--- config.mk ---
export PLATFORM = sky130hd
export DESIGN_NAME = fifo_wr_arbiter_flat
export DESIGN_NICKNAME = d
export VERILOG_FILES = /design/src/rtl/fifo_wr_arbiter_if.sv /design/src/rtl/fifo_wr_arbiter.sv /design/src/flat_wrapper.sv
export SDC_FILE = /design/constraint.sdc
export NUM_CORES = 1
export LEC_CHECK = 0
export ABC_AREA = 1
export BUFFER_PORTS_ARGS = -buffer_cell sky130_fd_sc_hd__buf_2
export CAP_MARGIN = 20
export CORE_AREA = 5 5 69 71
export CTS_CLUSTER_DIAMETER = 200
export CTS_CLUSTER_SIZE = 40
export DETAILED_ROUTE_END_ITERATION = 16
export DIE_AREA = 0 0 74 76
export GPL_TIMING_DRIVEN = 0
export MAX_ROUTING_LAYER = met4
export PLACE_DENSITY = 0.55
export SYNTH_ARGS = -nofsm -noshare
export SYNTH_HDL_FRONTEND = slang
export SYNTH_SLANG_ARGS = --single-unit
--- constraint.sdc ---
create_clock -name clk -period 2.89 [get_ports clk]
set_input_delay 0.4335 -clock clk [delete_from_list [all_inputs] [get_ports clk]]
set_output_delay 0.4335 -clock clk [all_outputs]
set_load 0.005 [all_outputs]
--- src/rtl/fifo_wr_arbiter_if.sv ---
// Write-side bus between the producers, the round-robin arbiter and the FIFO write port.
// The master modport is the arbiter's view; the slave modport is the producers' and FIFO's view.
interface fifo_wr_arbiter_if #(
    parameter int unsigned N_REQ = 4,
    parameter int unsigned DW    = 8
) ();
    logic [N_REQ-1:0]    req;
    logic [N_REQ*DW-1:0] req_data;
    logic [N_REQ-1:0]    ack;
    logic [N_REQ-1:0]    grant;
    logic                fifo_full;
    logic                fifo_wr_en;
    logic [DW-1:0]       fifo_din;

    modport master (
        input  req,
        input  req_data,
        input  fifo_full,
        output ack,
        output grant,
        output fifo_wr_en,
        output fifo_din
    );

    modport slave (
        output req,
        output req_data,
        output fifo_full,
        input  ack,
        input  grant,
        input  fifo_wr_en,
        input  fifo_din
    );
endinterface

--- src/rtl/fifo_wr_arbiter.sv ---
// Round-robin arbiter sharing one FIFO write port among N_REQ producers.
// One owner at a time, bounded bursts of MAX_BURST beats, stalls while the FIFO is full.
// Optional per-requester accepted-beat counters: define FIFO_WR_ARB_STATS_EN.
module fifo_wr_arbiter #(
    parameter int unsigned N_REQ     = 4,
    parameter int unsigned DW        = 8,
    parameter int unsigned MAX_BURST = 4
) (
    input  logic                  clk,
    input  logic                  rst,
    fifo_wr_arbiter_if.master     bus
`ifdef FIFO_WR_ARB_STATS_EN
    ,
    output logic [N_REQ*16-1:0]   beat_count
`endif
);

    localparam int unsigned PtrW = (N_REQ > 1) ? $clog2(N_REQ) : 1;
    localparam int unsigned CntW = (MAX_BURST > 1) ? $clog2(MAX_BURST) : 1;

    localparam logic [0:0] StIdle  = 1'b0;
    localparam logic [0:0] StGrant = 1'b1;

    localparam logic [PtrW-1:0] LastIdx  = PtrW'(N_REQ - 1);
    localparam logic [CntW-1:0] LastBeat = CntW'(MAX_BURST - 1);

    logic [0:0]       state_q, state_d;
    logic [N_REQ-1:0] grant_q, grant_d;
    logic [PtrW-1:0]  owner_q, owner_d;
    logic [PtrW-1:0]  rr_ptr_q, rr_ptr_d;
    logic [CntW-1:0]  beat_cnt_q, beat_cnt_d;

    logic             pick_valid;
    logic [PtrW-1:0]  pick_idx;
    logic [PtrW-1:0]  cand_idx;
    logic             owner_req;
    logic [DW-1:0]    owner_data;
    logic             beat;

    // Round-robin search: scan downward so the candidate closest to rr_ptr is the last one kept.
    always_comb begin
        pick_valid = 1'b0;
        pick_idx   = '0;
        cand_idx   = '0;
        for (int i = N_REQ - 1; i >= 0; i--) begin
            cand_idx = PtrW'((32'(rr_ptr_q) + 32'(i)) % N_REQ);
            if (bus.req[cand_idx]) begin
                pick_valid = 1'b1;
                pick_idx   = cand_idx;
            end
        end
    end

    assign owner_req  = bus.req[owner_q];
    assign owner_data = bus.req_data[32'(owner_q) * DW +: DW];
    assign beat       = (state_q == StGrant) & owner_req & ~bus.fifo_full;

    // Write port and ack are combinational off the registered owner, so a full stall blocks same-cycle.
    always_comb begin
        bus.ack        = '0;
        bus.fifo_wr_en = beat;
        bus.fifo_din   = '0;
        if (state_q == StGrant) begin
            bus.fifo_din = owner_data;
            if (beat) begin
                bus.ack[owner_q] = 1'b1;
            end
        end
    end

    assign bus.grant = grant_q;

    // Arbitration and burst bookkeeping.
    always_comb begin
        state_d    = state_q;
        grant_d    = grant_q;
        owner_d    = owner_q;
        rr_ptr_d   = rr_ptr_q;
        beat_cnt_d = beat_cnt_q;
        unique case (state_q)
            StIdle: begin
                if (pick_valid) begin
                    state_d           = StGrant;
                    owner_d           = pick_idx;
                    grant_d           = '0;
                    grant_d[pick_idx] = 1'b1;
                    beat_cnt_d        = '0;
                end
            end
            StGrant: begin
                // Release on dropped request or on the final beat of a full burst.
                if (!owner_req || (beat && (beat_cnt_q == LastBeat))) begin
                    state_d  = StIdle;
                    grant_d  = '0;
                    rr_ptr_d = (owner_q == LastIdx) ? '0 : owner_q + 1'b1;
                end else if (beat) begin
                    beat_cnt_d = beat_cnt_q + 1'b1;
                end
            end
            default: begin
                state_d = StIdle;
                grant_d = '0;
            end
        endcase
    end

    // State registers, cleared asynchronously.
    always_ff @(posedge clk or negedge rst) begin
        if (!rst) begin
            state_q    <= StIdle;
            grant_q    <= '0;
            owner_q    <= '0;
            rr_ptr_q   <= '0;
            beat_cnt_q <= '0;
        end else begin
            state_q    <= state_d;
            grant_q    <= grant_d;
            owner_q    <= owner_d;
            rr_ptr_q   <= rr_ptr_d;
            beat_cnt_q <= beat_cnt_d;
        end
    end

`ifdef FIFO_WR_ARB_STATS_EN
    logic [15:0] stat_q [N_REQ];

    // Per-requester accepted-beat counters; wrap naturally at 16 bits.
    always_ff @(posedge clk or negedge rst) begin
        if (!rst) begin
            for (int i = 0; i < N_REQ; i++) begin
                stat_q[i] <= '0;
            end
        end else begin
            for (int i = 0; i < N_REQ; i++) begin
                if (bus.ack[i]) begin
                    stat_q[i] <= stat_q[i] + 16'd1;
                end
            end
        end
    end

    // Flatten counters onto the output bus.
    always_comb begin
        beat_count = '0;
        for (int i = 0; i < N_REQ; i++) begin
            beat_count[i*16 +: 16] = stat_q[i];
        end
    end
`endif

endmodule

--- src/flat_wrapper.sv ---
// flat-port wrapper written by rule: the top's interface ports become plain ports
module fifo_wr_arbiter_flat 
#(
    parameter int unsigned N_REQ     = 4,
    parameter int unsigned DW        = 8,
    parameter int unsigned MAX_BURST = 4
)
  (clk, rst, bus_req, bus_req_data, bus_fifo_full, bus_ack, bus_grant, bus_fifo_wr_en, bus_fifo_din);
  fifo_wr_arbiter_if #(.N_REQ(N_REQ), .DW(DW)) bus_i ();
  input  logic clk;
  input  logic rst;
  input wire logic [$bits(bus_i.req)-1:0] bus_req;
  input wire logic [$bits(bus_i.req_data)-1:0] bus_req_data;
  input wire logic [$bits(bus_i.fifo_full)-1:0] bus_fifo_full;
  output wire logic [$bits(bus_i.ack)-1:0] bus_ack;
  output wire logic [$bits(bus_i.grant)-1:0] bus_grant;
  output wire logic [$bits(bus_i.fifo_wr_en)-1:0] bus_fifo_wr_en;
  output wire logic [$bits(bus_i.fifo_din)-1:0] bus_fifo_din;
  assign bus_i.req = bus_req;
  assign bus_i.req_data = bus_req_data;
  assign bus_i.fifo_full = bus_fifo_full;
  assign bus_ack = bus_i.ack;
  assign bus_grant = bus_i.grant;
  assign bus_fifo_wr_en = bus_i.fifo_wr_en;
  assign bus_fifo_din = bus_i.fifo_din;
  fifo_wr_arbiter #(.N_REQ(N_REQ), .DW(DW), .MAX_BURST(MAX_BURST)) u_core (.clk(clk), .rst(rst), .bus(bus_i));
endmodule
==> results.cfg, run 1 <==
[status]
outcome = complete, no violations

[yosys]
yosys.area.top_type_share_pct = 23.5
ys_ff_latch = 11
synth_nets = 234
yosysUniqueCellTypes = 22
syn-instance-count = 190
yosysTopAreaCell = dfrtp_1
yosys-top-cells-area = dfrtp_1 (24%), nor2_1 (12%), nand2_1 (12%)
netlist_area_um2 = 1170
syn_avg_cell_area_um2 = 6.16
yosysSeqAreaShare_pct = 23.5
ys_warn_count = 0

[clocking]
clockBufferDepth = 2
clkLatencyLatePin_ns = 0.24
cts_made_buffers = 3
cts_root_buffer = clkbuf_8
postCtsSetupRepairBufs = 0
cts_resized = 0
cts.sinks = 11
clkTransAtPathRegs_ns = 0.05
cts_tree = done
cts_hold_buffers = 0
h-tree-depth = 1

[detailed_routing]
route.detailed.drc = 0
routed_wl_um = 3290
first_pass_iters = 4
wire_per_inst_um = 10.9
drtIter0Drc = 80
ant_nets = 0
vias_per_cell = 4.30
vias = 1294

[finish]
layout_common_cells = buf_2 (57), nor2_1 (38), nand2_1 (37)
fillers = 466
drive_gt1_share_pct = 39.8
antenna_cells = 0
final_common_cell = buf_2
syn2layout_area_growth_pct = 33.0
fin_nets = 294

[worst_setup_path]
crit_buf_inv = 3
arrival_ns = 1.66
crit_family = buffers and inverters
cpMaxStageDelayCell = dfrtp_1
worst_ep_required_time_ns = 2.46
endpoint_kind = primary output
critical-path-max-stage-delay_ns = 0.44
crit_fanout = 11
cp_cell_sequence = inv_2, clkbuf_1, o21ai_0, a21oi_1, buf_2
worstSetupStartpointType = flop
worstSetupPathType = flop to primary output

[grt]
grt_max_degree = 12
grt_pass1_wl_um = 5340
grt_overflow = 0
grt_pass1_vias = 1225
antenna_found_initial = 0
grt_use_total_pct = 11.8

[power]
max-vdd-ir-drop_mv = 0.438
p_comb_share_pct = 72.8
switching_share_pct = 52.3
netSwitchingPower_uw = 844
leakagePower_uw = 0.000888
seqPwrFrac_pct = 17.8
clkPwrFrac_pct = 9.4
powerDensity_nw_per_um2 = 1040
power.internal_uw = 770

[floorplanning]
dieArea_um2 = 5620
chipHeight_um = 76
rows = 24
io_pins = 56
start_util_pct = 28.0
die_w_um = 74
coreArea_um2 = 4170

[timing]
tns_ns = 0
finalSetupViolations = 0
setup_ws_ns = 0.794
slew_viol_final = 0
max_freq_mhz = 477
min_period_ns = 2.10
worstMarginPinSlew_ns = 0.432
slew_headroom_pct = 71.2
timing.final.crit_share_pct = 72.5
rsz0062_at_grt = false
skew_ns = 0.00682
final-hold-violation-count = 0

[placed_design]
post-dp-hpwl_um = 2690
io_buffer_count = 55
post-place-ws_ns = 1.03
gp_congestion = 0.791

[run]
maxCapViolations = 0

[min_path]
min_path_type = primary input to async pin
[sequential cells by signal, summed over array words and instances (netlist names)]
name and flops:
u_core.state_q 1, u_core.bus.grant 4, u_core.rr_ptr_q 2, u_core.owner_q 2, u_core.beat_cnt_q 2
[routing by layer]
metal  share of wire [%]  up-vias  wire (um)  track usage (%)
li1                    -      718          -                -
met1                  48      556       1600             15.7
met3                 3.8        0        124             1.58
met5                   0        -          0                -
met4                   0        0          0             1.63
met2                  48       20       1570             19.3
[power by group through the flow]
stage	clock network (uW)	logic, uW	registers, uW
floorplan	0	885	278
global placement	0	1190	288
detailed placement	0	1190	289
CTS	157	1190	286
global route	168	1340	297
finish	151	1180	287
[kinds of logic after synthesis]
| family | after synthesis | share of synthesized area [%] |
|---|---|---|
| compound gates | 33 | 15.3 |
| fa+ha+maj | 5 | 5.35 |
| buf+inv | 29 | 11.1 |
| flops | 11 | 23.5 |
| simple gates | 112 | 44.7 |
[final cells by class]
type                       count  area, um^2  share of cell area (%)
multi-input combinational    150         764                    49.1
inverter                      23        86.3                    5.55
clock buffer                   3        41.3                    2.65
timing repair buffer          55         275                    17.7
tap                           52        65.1                    4.18
clock inverter                 1        5.00                   0.322
buffer                         6        43.8                    2.81
sequential                    11         275                    17.7
[metrics by stage]
stage          power [uW]  cells  instance area (um^2)  hold slack (ns)  util, %
6_report             1610    301                  1560           0.0552     37.3
5_1_grt              1800    301                  1560           0.0698     37.3
4_1_cts              1640    301                  1560           0.0626     37.3
3_5_place_dp         1480    297                  1510            0.319     36.2
3_3_place_gp         1480    297                  1510            0.316     36.2
2_1_floorplan        1160    190                  1170            0.138        -
[Yosys cell counts]
cell type	number
a21oi_1	9
and2_4	1
buf_2	2
buf_4	1
buf_6	2
clkbuf_1	1
dfrtp_1	11
ha_1	5
inv_1	15
inv_2	8
nand2_1	37
nand2_2	17
nand2_4	2
nand3_1	13
nand3_2	1
nor2_1	38
nor2_2	2
nor3_4	1
o21ai_0	16
o21ai_1	4
o21ai_2	3
o31ai_1	1
[path summary, 6_finish.rpt]
kind	start	to	slack (ns)	cells past startpoint
setup / recovery	u_core.owner_q[0]	bus_fifo_din[1]	0.79	5
hold / removal	rst	u_core.beat_cnt_q[1]	0.06	1
setup reg to reg	u_core.owner_q[0]	u_core.rr_ptr_q[1]	1.33	5
hold reg to reg	u_core.bus.grant[3]	u_core.bus.grant[3]	0.47	2
max in group asynchronous	rst	u_core.bus.grant[1]	2.63	1
min in group clk	u_core.bus.grant[3]	u_core.bus.grant[3]	0.47	2
Note: power is estimated with default switching activity, not from simulation.
==> run 2, diff against run 1 <==
- ABC_AREA: 1 -> 0
- CORE_AREA: 5 5 69 71 -> 5 5 62 64
- DIE_AREA: 0 0 74 76 -> 0 0 67 69
- PLACE_DENSITY: 0.55 -> 0.61
- clock period: 2.89 -> 1.75 ns (I/O delays scaled with it)
==> run 2 against run 1 <==
  * The flow now finishes with violations (setup timing)
  * Clock skew down 0.0052 ns
  * Core utilization up 7.0 points
  * Via count down 26%
  * Non-clock buffer count up 8
  * Synthesized cell count down 55%
  * Sequential share of layout area up 1.6 points
  * Largest cell class unchanged
  * Highest routed layer is now met4
==> results.cfg, run 2 <==
[timing]
slew_viol_final = 0
timing.final.crit_share_pct = 110
tns_ns = -1.52
finalSetupViolations = 13
setup_ws_ns = -0.169
max_freq_mhz = 521
slew_headroom_pct = 66.3
rsz0062_at_grt = true
min_period_ns = 1.92
worstMarginPinSlew_ns = 0.502
skew_ns = 0.00163
final-hold-violation-count = 0

[power]
power.internal_uw = 1340
switching_share_pct = 36.0
leakagePower_uw = 0.000716
netSwitchingPower_uw = 754
p_comb_share_pct = 68.8
powerDensity_nw_per_um2 = 1460
clkPwrFrac_pct = 8.3
seqPwrFrac_pct = 22.8
max-vdd-ir-drop_mv = 0.648

[floorplanning]
chipHeight_um = 69
io_pins = 56
coreArea_um2 = 3230
rows = 21
dieArea_um2 = 4620
start_util_pct = 28.8
die_w_um = 67

[clocking]
clkLatencyLatePin_ns = 0.27
cts_root_buffer = clkbuf_4
clockBufferDepth = 2
clkTransAtPathRegs_ns = 0.07
cts.sinks = 11
cts_tree = done
cts_made_buffers = 3
h-tree-depth = 1

[yosys]
syn-instance-count = 85
synthTopCellsByCount = and2_1 (12), dfrtp_1 (11), mux4_2 (9)
synth_edf_count = 0
syn_avg_cell_area_um2 = 11.0
synth_nets = 129
yosys.area.top_type_share_pct = 29.6
synthArstFlopShare_pct = 100
synthFlopType = dfrtp_1
ys_ff_latch = 11
ys_warn_count = 0
yosysUniqueCellTypes = 30
yosysTopAreaCell = dfrtp_1
synth_most_common_cell = and2_1
netlist_area_um2 = 931
yosysSeqAreaShare_pct = 29.6
yosys-top-cells-area = dfrtp_1 (30%), mux4_2 (22%), and2_1 (8.1%)

[worst_setup_path]
critical-path-max-stage-delay_ns = 0.51
worstSetupStartpointType = flop
cp_cell_sequence = mux4_2, and3b_2, and2_1, buf_2
rr_worst_depth = 4
endpoint_kind = primary output
worst_ep_required_time_ns = 1.49
crit_fanout = 5
arrival_ns = 1.66
cpMaxStageDelayCell = mux4_2
worstSetupPathType = flop to primary output

[status]
failed_checks = setup timing
outcome = finished, violations left

[detailed_routing]
first_pass_iters = 4
ant_nets = 0
route.detailed.drc = 0
vias = 954
drtIter0Drc = 21
vias_per_cell = 4.77
routed_wl_um = 2710
wire_per_inst_um = 13.6

[finish]
fin_nets = 199
final_core_util_pct = 44.3
largest_reg_flops = 4
layout_common_cells = buf_2 (54), dfrtp_1 (10), mux4_2 (9), and2_1 (9), buf_4 (8)
final_common_cell = buf_2
syn2layout_area_growth_pct = 53.9
antenna_cells = 0
drive_gt1_share_pct = 57.1

[grt]
grt_pass1_wl_um = 4080
grt_overflow = 0
antenna_found_initial = 0
grt_use_total_pct = 11.4
grt_max_degree = 12
grt_pass1_vias = 945

[run]
maxCapViolations = 0

[min_path]
min_path_cells = 4
min_path_type = primary input to flop

[placed_design]
gp_congestion = 0.851
post-dp-hpwl_um = 2200
io_buffer_count = 55
## run 2: cell count changes after synthesis, sizes merged, moves of 8 or more
cell	delta
o21ai	-20
a21oi	-8
nand3	-12
and2	+11
mux4	+9
inv	-21
nand2	-49
nor2	-35
## run 2: kinds of logic after synthesis
| family | after synthesis | share of synthesized area [%] |
|---|---|---|
| adders and majority gates | 5 | 6.72 |
| buffers and inverters | 6 | 2.69 |
| and+or+nand+nor | 36 | 21.8 |
| xor gates and xnor gates | 1 | 0.941 |
| DFF | 11 | 29.6 |
| AOI/OAI and AO/OA | 13 | 12.0 |
| muxes | 13 | 26.3 |
## run 2: path summary, 6_finish.rpt
| kind | startpoint | to | slack (ns) |
|---|---|---|---|
| max | u_core.owner_q[1] | bus_ack[3] | -0.17 |
| min | bus_fifo_full | u_core.beat_cnt_q[1] | 0.34 |
| max reg2reg | u_core.owner_q[1] | u_core.rr_ptr_q[0] | 0.04 |
| min reg2reg | u_core.bus.grant[0] | u_core.bus.grant[0] | 0.49 |
| max in group asynchronous | rst | u_core.owner_q[0] | 1.11 |
| min in group asynchronous | rst | u_core.state_q | 0.41 |
## run 2: per-stage QoR
stage / setup WS [ns] / cell area, um^2 / cells / hold WS [ns] / power (uW)
after global routing: -0.255 / 1430 / 200 / 0.352 / 2260
final: -0.169 / 1430 / 200 / 0.341 / 2090
after CTS: -0.194 / 1390 / 198 / 0.335 / 1970
after global placement: -0.117 / 1260 / 186 / 0.147 / 1560
after floorplan: 0.128 / 931 / 85 / -0.0331 / 1220
after detailed placement: -0.152 / 1260 / 186 / 0.154 / 1590
## run 2: worst max-delay path, delay by kind of cell (launching register included)
family,cells,cell delay [ns]
flops,1,0.37
buf+inv,1,0.12
simple gates,2,0.38
mux,1,0.51
## run 2: area by class of cell
type / count / area, um^2
clock buffers: 4 / 26.3
plain buffers: 4 / 48.8
well taps: 46 / 57.6
multi-input cells: 68 / 647
inverters: 2 / 7.51
fillers: 324 / 1800
flip-flops and latches: 11 / 277
repair buffers: 65 / 369
## run 2: timing repair
item                                    CTS  global route
buffers inserted                          7             2
pin swaps                                 4             1
hold buffers                              1             0
resized for setup                        10             7
hold endpoints to repair                 11             0
endpoints found under the setup margin   13            15
## run 2: per-layer routing
| layer | GRT usage, % | part of all wire [%] |
|---|---|---|
| met5 | - | 0 |
| met4 | 3.38 | 0.96 |
| met3 | 4.55 | 14 |
| met2 | 19.0 | 46 |
| met1 | 12.2 | 39 |
## run 2: power groups by stage
stage	Combinational, uW	Sequential, uW	Clock, uW
final	1440	478	175
after global routing	1570	500	195
after CTS	1310	477	183
after detailed placement	1100	495	0
after global placement	1080	484	0
after floorplan	750	469	0
==> run 3, diff against run 2 <==
- SKIP_LAST_GASP: default -> 1
==> run 3 against run 2 <==
  * Sequential power barely moved
  * Highest routed layer unchanged
  * Largest power group unchanged
  * Power fell by 0.34%
  * Fmax rose by 0.11%
  * The run still ends with setup timing left
  * Routed wire length rose by 0.85%
  * First-iteration DRC count did not move
  * Hold slack improved by 0.00087 ns
  * Non-clock buffer count did not move
  * Via count fell by 0.73%
  * Clock power barely moved
  * Sequential share of layout area rose by 0.10 points
  * Combinational power barely moved
==> results.cfg, run 3 (synthesized netlist as in run 2, its figures left out) <==
[finish]
final_common_cell = buf_2
layout_common_cells = buf_2 (53), dfrtp_1 (10), mux4_2 (9), and2_1 (9), buf_4 (8)
syn2layout_area_growth_pct = 53.1
stdcell_count = 200
final_core_util_pct = 44.1
largest_reg_flops = 4
design_area_um2 = 1430
fillers = 319
antenna_cells = 0
fin_nets = 199
drive_gt1_share_pct = 57.1

[timing]
skew_ns = 0.00294
rsz0062_at_grt = true
slew_viol_final = 0
worstMarginPinSlew_ns = 0.480
setup_ws_ns = -0.167
max_freq_mhz = 522
finalSetupViolations = 13
timing.final.crit_share_pct = 110
final-hold-violation-count = 0
tns_ns = -1.55
slew_headroom_pct = 67.7
min_period_ns = 1.92

[clocking]
clockBufferDepth = 2
cts_made_buffers = 3
cts.sinks = 11
clkTransAtPathRegs_ns = 0.07
h-tree-depth = 1
cts_tree = done
clkLatencyLatePin_ns = 0.27
cts_root_buffer = clkbuf_4

[detailed_routing]
route.detailed.drc = 0
vias = 947
routed_wl_um = 2740
drtIter0Drc = 21
vias_per_cell = 4.74
first_pass_iters = 3
ant_nets = 0
wire_per_inst_um = 13.7

[floorplanning]
dieArea_um2 = 4620
io_pins = 56
coreArea_um2 = 3230
rows = 21
start_util_pct = 28.8
die_w_um = 67
chipHeight_um = 69

[worst_setup_path]
arrival_ns = 1.65
endpoint_kind = primary output
crit_fanout = 5
worstSetupStartpointType = flop
worstSetupPathType = flop to primary output
worst_ep_required_time_ns = 1.49

[status]
outcome = finished, violations left
failed_checks = setup timing

[power]
total_power_uw = 2090
leakagePower_uw = 0.000712
powerDensity_nw_per_um2 = 1460
max-vdd-ir-drop_mv = 0.594

[placed_design]
post-dp-hpwl_um = 2200
place_area_um2 = 1260
io_buffer_count = 55
numPlacedInstances = 186
gp_congestion = 0.851

[grt]
grt_pass1_wl_um = 4110
antenna_found_initial = 0
grt_max_degree = 12
grt_use_total_pct = 11.5
grt_pass1_vias = 942
grt_overflow = 0

[run]
maxCapViolations = 0

[min_path]
min_path_type = primary input to flop
[run 3: cell types whose count changed in the layout (fill, tap and decap cells not counted), sizes merged]
cell and change:
clkbuf -1, buf +1
[run 3: final timing paths]
path / start / endpoint / slack (ns) / depth (start not counted)
max reg2reg: u_core.owner_q[1] / u_core.rr_ptr_q[0] / 0.04 / 4
min reg2reg: u_core.bus.grant[0] / u_core.bus.grant[0] / 0.49 / 1
max in group asynchronous: rst / u_core.owner_q[0] / 1.10 / 2
min in group asynchronous: rst / u_core.state_q / 0.42 / 2
max: u_core.owner_q[1] / bus_ack[3] / -0.17 / 4
min: bus_fifo_full / u_core.beat_cnt_q[1] / 0.34 / 4
[run 3: final cells by class]
cell class                      count  area (um^2)  share of cell area (%)
Buffer                              4         35.0                    2.46
Inverter                            2         7.51                   0.527
Tap cell                           46         57.6                    4.04
Timing Repair Buffer               65          375                    26.3
Multi-Input combinational cell     68          647                    45.4
Clock buffer                        4         26.3                    1.84
Sequential cell                    11          277                    19.4
[run 3: worst max-delay path, cell delays in order, from the launching register on]
cell	delay (ns)
dfrtp_1	0.37
mux4_2	0.51
and3b_2	0.24
and2_1	0.14
buf_2	0.12
[run 3: where the power goes]
part           switching (uW)  internal (uW)  total, uW
registers                 110            369        479
logic                     560            871       1430
clock network            87.2           88.3        176
total                     757           1330       2090
[run 3: per-stage QoR]
step	worst slack [ns]	hold slack, ns
2_1_floorplan	0.128	-0.0331
3_3_place_gp	-0.117	0.147
3_5_place_dp	-0.152	0.154
4_1_cts	-0.194	0.335
5_1_grt	-0.249	0.353
6_report	-0.167	0.342
[run 3: layer usage]
layer	vias to the layer above	share of wire [%]	global-route usage (%)	wire length [um]
met5	-	0	-	0
met4	0	0.95	3.38	26
met3	4	14	4.55	373
met2	51	46	18.9	1260
met1	437	39	12.5	1080
li1	455	-	-	-
[run 3: what timing repair did]
item                       in CTS  in global routing
pin swaps                       4                  1
hold endpoints to repair       11                  0
setup endpoints to repair      13                 15
resized for setup               8                 10
hold buffers                    1                  0
buffers inserted                7                  2
